### config.mk
export PLATFORM = sky130hd
export DESIGN_NAME = bin2bcd_seq
export DESIGN_NICKNAME = d
export VERILOG_FILES = /design/src/rtl/bin2bcd_seq.sv
export SDC_FILE = /design/constraint.sdc
export NUM_CORES = 1
export LEC_CHECK = 0
export ABC_CLOCK_PERIOD_IN_PS = 1600
export CORE_MARGIN = 5
export CORE_UTILIZATION = 40
export DETAILED_ROUTE_END_ITERATION = 10
export SLEW_MARGIN = 20
export SYNTH_ARGS = -nofsm -noshare
export SYNTH_HDL_FRONTEND = slang
export SYNTH_SLANG_ARGS = --single-unit
### constraint.sdc
create_clock -name clk -period 1.6 [get_ports clk]
set_clock_uncertainty 0.05 [all_clocks]
set_input_delay 0.32 -clock clk [delete_from_list [all_inputs] [get_ports clk]]
set_output_delay 0.32 -clock clk [all_outputs]
set_load 0.01 [all_outputs]
### src/rtl/bin2bcd_seq.sv
// Sequential binary-to-BCD converter (double dabble, one input bit per clock).
// Optional leading-zero blanking on the result when BIN2BCD_BLANK_EN is defined.
module bin2bcd_seq #(
  parameter int BIN_W  = 64,
  parameter int DIGITS = 8
) (
  input  logic                  clk,
  input  logic                  reset,
  input  logic                  in_valid,
  output logic                  in_ready,
  input  logic [BIN_W-1:0]      bin_in,
  output logic                  out_valid,
  output logic [4*DIGITS-1:0]   bcd_out,
  output logic                  overflow
);

  localparam int CNT_W = $clog2(BIN_W + 1);
  localparam int BCD_W = 4 * DIGITS;
  localparam logic [CNT_W-1:0] LAST_CNT = CNT_W'(BIN_W - 1);

  typedef enum logic [1:0] {IDLE, SHIFT, DONE} state_t;

  state_t             state, state_nxt;
  logic [BIN_W-1:0]   bin_sr;
  logic [BCD_W-1:0]   work;
  logic [BCD_W-1:0]   work_adj;
  logic [BCD_W-1:0]   bcd_fmt;
  logic [CNT_W-1:0]   cnt;
  logic               sticky;
  logic               accept;

  assign in_ready = (state == IDLE);
  assign accept   = in_valid & in_ready & ~reset;

  always_comb begin
    work_adj = work;
    for (int i = 0; i < DIGITS; i++) begin
      if (work[4*i +: 4] >= 4'd5)
        work_adj[4*i +: 4] = work[4*i +: 4] + 4'd3;
    end
  end

`ifdef BIN2BCD_BLANK_EN
  logic seen_nz;

  // Blank zeros above the most significant nonzero digit; units digit always shown.
  always_comb begin
    bcd_fmt = work;
    seen_nz = 1'b0;
    for (int i = DIGITS - 1; i >= 1; i--) begin
      if (work[4*i +: 4] != 4'd0)
        seen_nz = 1'b1;
      if (!seen_nz)
        bcd_fmt[4*i +: 4] = 4'hF;
    end
  end
`else
  assign bcd_fmt = work;
`endif

  always_comb begin
    state_nxt = state;
    case (state)
      IDLE:    if (accept) state_nxt = SHIFT;
      SHIFT:   if (cnt == LAST_CNT) state_nxt = DONE;
      DONE:    state_nxt = IDLE;
      default: state_nxt = IDLE;
    endcase
  end

  always_ff @(posedge clk) begin
    if (reset) state <= IDLE;
    else       state <= state_nxt;
  end

  always_ff @(posedge clk) begin
    if (reset) begin
      bin_sr    <= '0;
      work      <= '0;
      sticky    <= 1'b0;
      cnt       <= '0;
      out_valid <= 1'b0;
      bcd_out   <= '0;
      overflow  <= 1'b0;
    end else begin
      out_valid <= 1'b0;
      case (state)
        IDLE: begin
          if (accept) begin
            bin_sr <= bin_in;
            work   <= '0;
            sticky <= 1'b0;
            cnt    <= '0;
          end
        end
        SHIFT: begin
          // Carry out of the top digit is a multiple of 10^DIGITS: drop it, remember it.
          {work, bin_sr} <= {work_adj[BCD_W-2:0], bin_sr, 1'b0};
          sticky         <= sticky | work_adj[BCD_W-1];
          cnt            <= cnt + 1'b1;
        end
        DONE: begin
          bcd_out   <= bcd_fmt;
          overflow  <= sticky;
          out_valid <= 1'b1;
        end
        default: ;
      endcase
    end
  end

endmodule

# Word-level counts from Yosys, hierarchy flattened

Cells that the tools add are included.
Widths: inputs -> output; s select.

Register bits: 140
Bits of input ports: 67
Word-level logic and storage cells: 58

$add $sub $neg: 9
Magnitude comparators: 8
Eq/ne operators: 5
Mux-type cells: 20
Bitwise logic cells: 4
Reduce and logical (&&, ||, !) cells: 4

Operators with widths:

| operator            | count |
|---|---|
| $pmux 64 s2         | 1 |
| $mux 64             | 1 |
| $pmux 32 s2         | 1 |
| $add 4x2->4 const B | 8 |
| $ge 4x3->1 const B  | 8 |
| $mux 32             | 1 |
| $mux 4              | 8 |
| $pmux 7 s2          | 1 |
| $add 7x1->7 const B | 1 |
| $eq 7x6->1 const B  | 1 |
| $mux 7              | 1 |
| $mux 2              | 2 |
| $pmux 2 s2          | 1 |
| $reduce_and 2->1    | 2 |
| $and 1x1->1         | 2 |
| $eq 2x1->1 const B  | 1 |
| $eq 2x2->1 const B  | 1 |
| $logic_not 2->1     | 1 |
| $mux 1              | 2 |
| $ne 2x1->1 const B  | 1 |
| $ne 2x2->1 const B  | 1 |
| $pmux 1 s2          | 1 |
| $reduce_bool 2->1   | 1 |
| $not 1->1           | 1 |
| $or 1x1->1          | 1 |

# Depth between registers and ports, before layout

Word-level depth: 5
Gate-level depth with buffers: 6
Depth with buffers taken out: 5

# Worst setup path after synthesis

No wires, ideal clock.

Kind: input to register
Start: input port reset
End: register bin_sr[2]
Setup time: 0.119 ns
Arrival time: 1.388 ns
Slack: 0.043 ns
Stages: 6
Path buffers: 3
Path through: buf_6 or4b_4 buf_6 buf_6 o221ai_1 nor2_1

Longest elaborated chain between the ends: 4

Ends and longest elaborated chain:

| item                       | line | source |
|---|---|---|
| start, declared            | 8    | `input logic reset,` |
| $not 1->1                  | 33   | `assign accept = in_valid & in_ready & ~reset;` |
| $and 1x1->1                | 33   |  |
| $ne 2x1->1 (no line)       | -    |  |
| $reduce_and 2->1 (no line) | -    |  |
| end signal, assigned       | 90   | `bin_sr <= bin_in;` |
| end signal, assigned       | 98   | `{work, bin_sr} <= {work_adj[BCD_W-2:0], bin_sr, 1'b0};` |
| end, declared              | 24   | `logic [BIN_W-1:0] bin_sr;` |

Parallel ways exist; a longest one is shown, timed or not.
A chain may end at the register's enable or synchronous reset.

# Worst setup path after layout

Start: register state[1]
End: register bin_sr[3]

Longest elaborated chain between the ends: 5
Elaborated cells on any way between the ends: 8

Ends and longest elaborated chain:

| item                       | line   | source |
|---|---|---|
| start, declared            | 23     | `state_t state, state_nxt;` |
| start signal, assigned     | 73     | `else state <= state_nxt;` |
| $logic_not 2->1            | 32, 87 |  |
| $and 1x1->1 (2 in a row)   | 33     |  |
| $ne 2x1->1 (no line)       | -      |  |
| $reduce_and 2->1 (no line) | -      |  |

Parallel ways exist; a longest one is shown, timed or not.

==> results by group <==
Worst setup path
  – Critical Path AT: 1.83 ns
  – Cell Chain, Critical Path: or4b_4 -> buf_12 -> o221ai_1 -> nor2_1
  – Req. time, crit path: 1.86 ns
  – Setup CP Type: reg2reg
  – Slowest stage cell, crit path: or4b_4
  – Max Fanout on Critical Path: 22
  – Crit path launch type: flop
  – Worst path max stage delay: 0.61 ns
  – CP Launch Point: state[1]$_SDFFE_PP0P_
  – Setup crit end kind: flop
  – Reg2reg start: state[1]$_SDFFE_PP0P_

Placed design
  – Placed instance count: 1049
  – Placed Area: 7970 µm²
  – IO Port Bufs: slightly above 100
  – Detailed Place HPWL: 11.3 mm
  – GP Congestion: 0.814

Detailed routing
  – Drc violations: 0
  – Pre-antenna DRT Iters: 5
  – Initial DRC count: 450
  – Post-route ant nets: 0
  – DR vias: 5995
  – WL per Instance: ~16 µm
  – Total wire length: approximately 17 mm
  – Average vias per placed instance: 5.52

Timing
  – Fin crit period: 1.57 ns
  – Final Slew Violations: 0
  – Slew @ Worst Pin: 0.415 ns
  – Max Clk Rate: roughly 640 MHz
  – Fin crit share: 0.980
  – Slew headroom: 0.723
  – Setup-failing EPs final: 0
  – WHS: 0.195 ns
  – RSZ-0062 raised after global routing: true
  – Fin. Hold Viols: 0

Floorplan
  – IO Count: just over 100
  – Initial core utilization: 0.408
  – Core area: about 16000 µm²
  – Row cnt: 46
  – DIE WIDTH: 137 µm
  – Full die area: roughly 19000 µm²
  – Die Y-Extent: 137 µm

Clocking
  – Worst-path clk slew: about 0.060 ns
  – CTS Buf Count: 17
  – Hold-fix buffers, CTS: 0
  – CTS tree: built
  – Longest Clk Path Bufs: 2
  – Root Buffer: clkbuf_16
  – Clk_lat worst skew: 0.42 ns
  – Htree depth: 4
  – Clk sink count: 140

Worst hold path
  – Min-delay worst type: in2reg
  – Min-delay src: reset

Logic synthesis
  – Area leader, netlist: dfxtp_1
  – Synthesized instance count: 754
  – Post-synth top area share: 0.432
  – Ys flop type: dfxtp_1
  – Synth warn: 0
  – Cell Area, Synth: 6480 µm²
  – Yosys cell types: 37
  – Compound-gate portion of the synthesized area: 0.234
  – Post-synthesis simple-gate area fraction: 0.204
  – XOR/XNOR Fraction of Synth Area: 0.0108
  – Most instantiated cells after synthesis: 140 x dfxtp_1, 80 x a21oi_1, 79 x nand3_1
  – FFs w/ async S/R, synth: 0
  – Avg Synthesized Cell Area: 8.60 µm²
  – Area share of fa/ha/maj cells after synthesis: 0.0328
  – Sequential element share of the synthesized area: 0.432
  – Synthesized Nets: 838
  – Most common cell in the netlist: dfxtp_1
  – Largest family of logic cells by synthesized area: compound AO/OA/AOI/OAI gates
  – FF+latch count, synth: 140
  – Largest cells by area after synthesis: dfxtp_1 43%, a21oi_1 6.2%, nand3_1 6.1%
  – Mux cell area share after synthesis: 0.0124
  – Post-synth EDFFs: 0

Power
  – Final Power: 9.35 mW
  – PD cells: 1070 nW/µm²
  – Peak VDD IR: 744 µV
  – Leakage: roughly 3.1 nW

Global routing
  – First-pass GRT wire length: 27.9 mm
  – GR Util All Layers: 0.183
  – Initial antenna violation count: 0
  – Largest net degree at the start of global routing: 65
  – Vias in the first global route: 5646
  – Overflow after GRT: 0

Cells and area
  – ANT cells: 0
  – Fraction of layout cells with a size suffix above 1: 0.137
  – Fin util: 0.550
  – Final Non-Filler Cells: 1086
  – Synth-to-Final Area Change: 34.7%
  – Design area: ~8700 µm²
  – Nets: 941

Outcome
  – Status: complete, no violations

Flow run
  – # Max-Cap Violations: 0
[path summary, 6_finish.rpt]
kind / end / slack [ns] / cells after the start
worst max-delay path: bin_sr[3]$_SDFFE_PP0P_ / 0.03 / 4
worst min-delay path: cnt[0]$_SDFFE_PP0P_ / 0.20 / 3
worst max register to register: bin_sr[3]$_SDFFE_PP0P_ / 0.03 / 4
worst min register to register: bcd_out[12]$_SDFFE_PP0P_ / 0.40 / 2
[through the flow]
stage          setup WS, ns  setup TNS [ns]
3_5_place_dp         -0.429          -31.60
4_1_cts              0.0151               0
2_1_floorplan        0.0433               0
6_report             0.0314               0
5_1_grt             -0.0136         -0.0519
3_3_place_gp         -0.395          -29.16
[flip-flops by register name, indices dropped and copies added (netlist names)]
name and cells:
bcd_fmt 32, bcd_out 32, sticky 1, cnt 7, state 2, bin_sr 64
overflow 1, out_valid 1
[cells in the final DEF, fill, tap and decap left out, types with 5 or more instances in the layout]
master,synthesis,final
a21oi_1,80,80
a22oi_1,40,40
and4bb_2,7,7
buf_12,0,14
buf_4,1,36
bufinv_16,0,6
clkbuf_16,0,19
clkdlybuf4s50_1,0,64
dfxtp_1,140,139
dlygate4sd2_1,0,34
ha_1,17,17
inv_1,33,32
mux2i_1,8,8
nand2_1,75,74
nand3_1,79,79
nand4_1,8,8
nor2_1,33,32
nor2b_1,10,8
nor3_1,24,24
nor4bb_1,9,9
o211ai_1,32,32
o21a_1,9,9
o21ai_0,9,9
o221ai_1,11,5
o221ai_2,12,18
o31ai_1,16,16
or3_1,8,8
xnor2_1,8,8
[layer usage]
layer	GRT usage	wire length (µm)
met1	0.240	7640
met2	0.296	8360
met3	0.0398	839
met4	0.0654	276
met5	0	0
[final cells by class]
type	count	area (µm²)
Clock buffer	21	460
Clock inverter	11	214
Fill cell	1447	7150
Inverter	33	124
Multi-Input combinational cell	511	3280
Sequential cell	140	2800
Tap cell	216	270
Timing Repair Buffer	154	1580
[logic make-up after synthesis]
| group | after synthesis |
|---|---|
| adder cells (fa/ha/maj) | 17 |
| buffers and inverters | 103 |
| XOR/XNOR | 8 |
| multiplexers | 8 |
| AND/OR/NAND/NOR | 261 |
| AO/OA/AOI/OAI | 217 |
| flip-flops | 140 |
[worst max-delay path: cells and delay by family (launching register included)]
kind            cells  cell delay, ns
buf+inv             1            0.20
compound gates      1            0.19
flops               1            0.34
simple gates        2            0.68
[power breakdown]
part / internal (mW) / switching, mW
Sequential: 3.63 / 0.0884
Combinational: 0.554 / 0.579
Clock: 3.00 / 1.49
Total: 7.19 / 2.16
[what timing repair did]
action                     CTS  global route
setup buffers                0             3
setup endpoints to repair   50            47
hold endpoints to repair     0             0
gates resized for setup     40            11
pin swaps                    0             4
gates cloned                 0             2
Power figures use the tool's default switching activity.
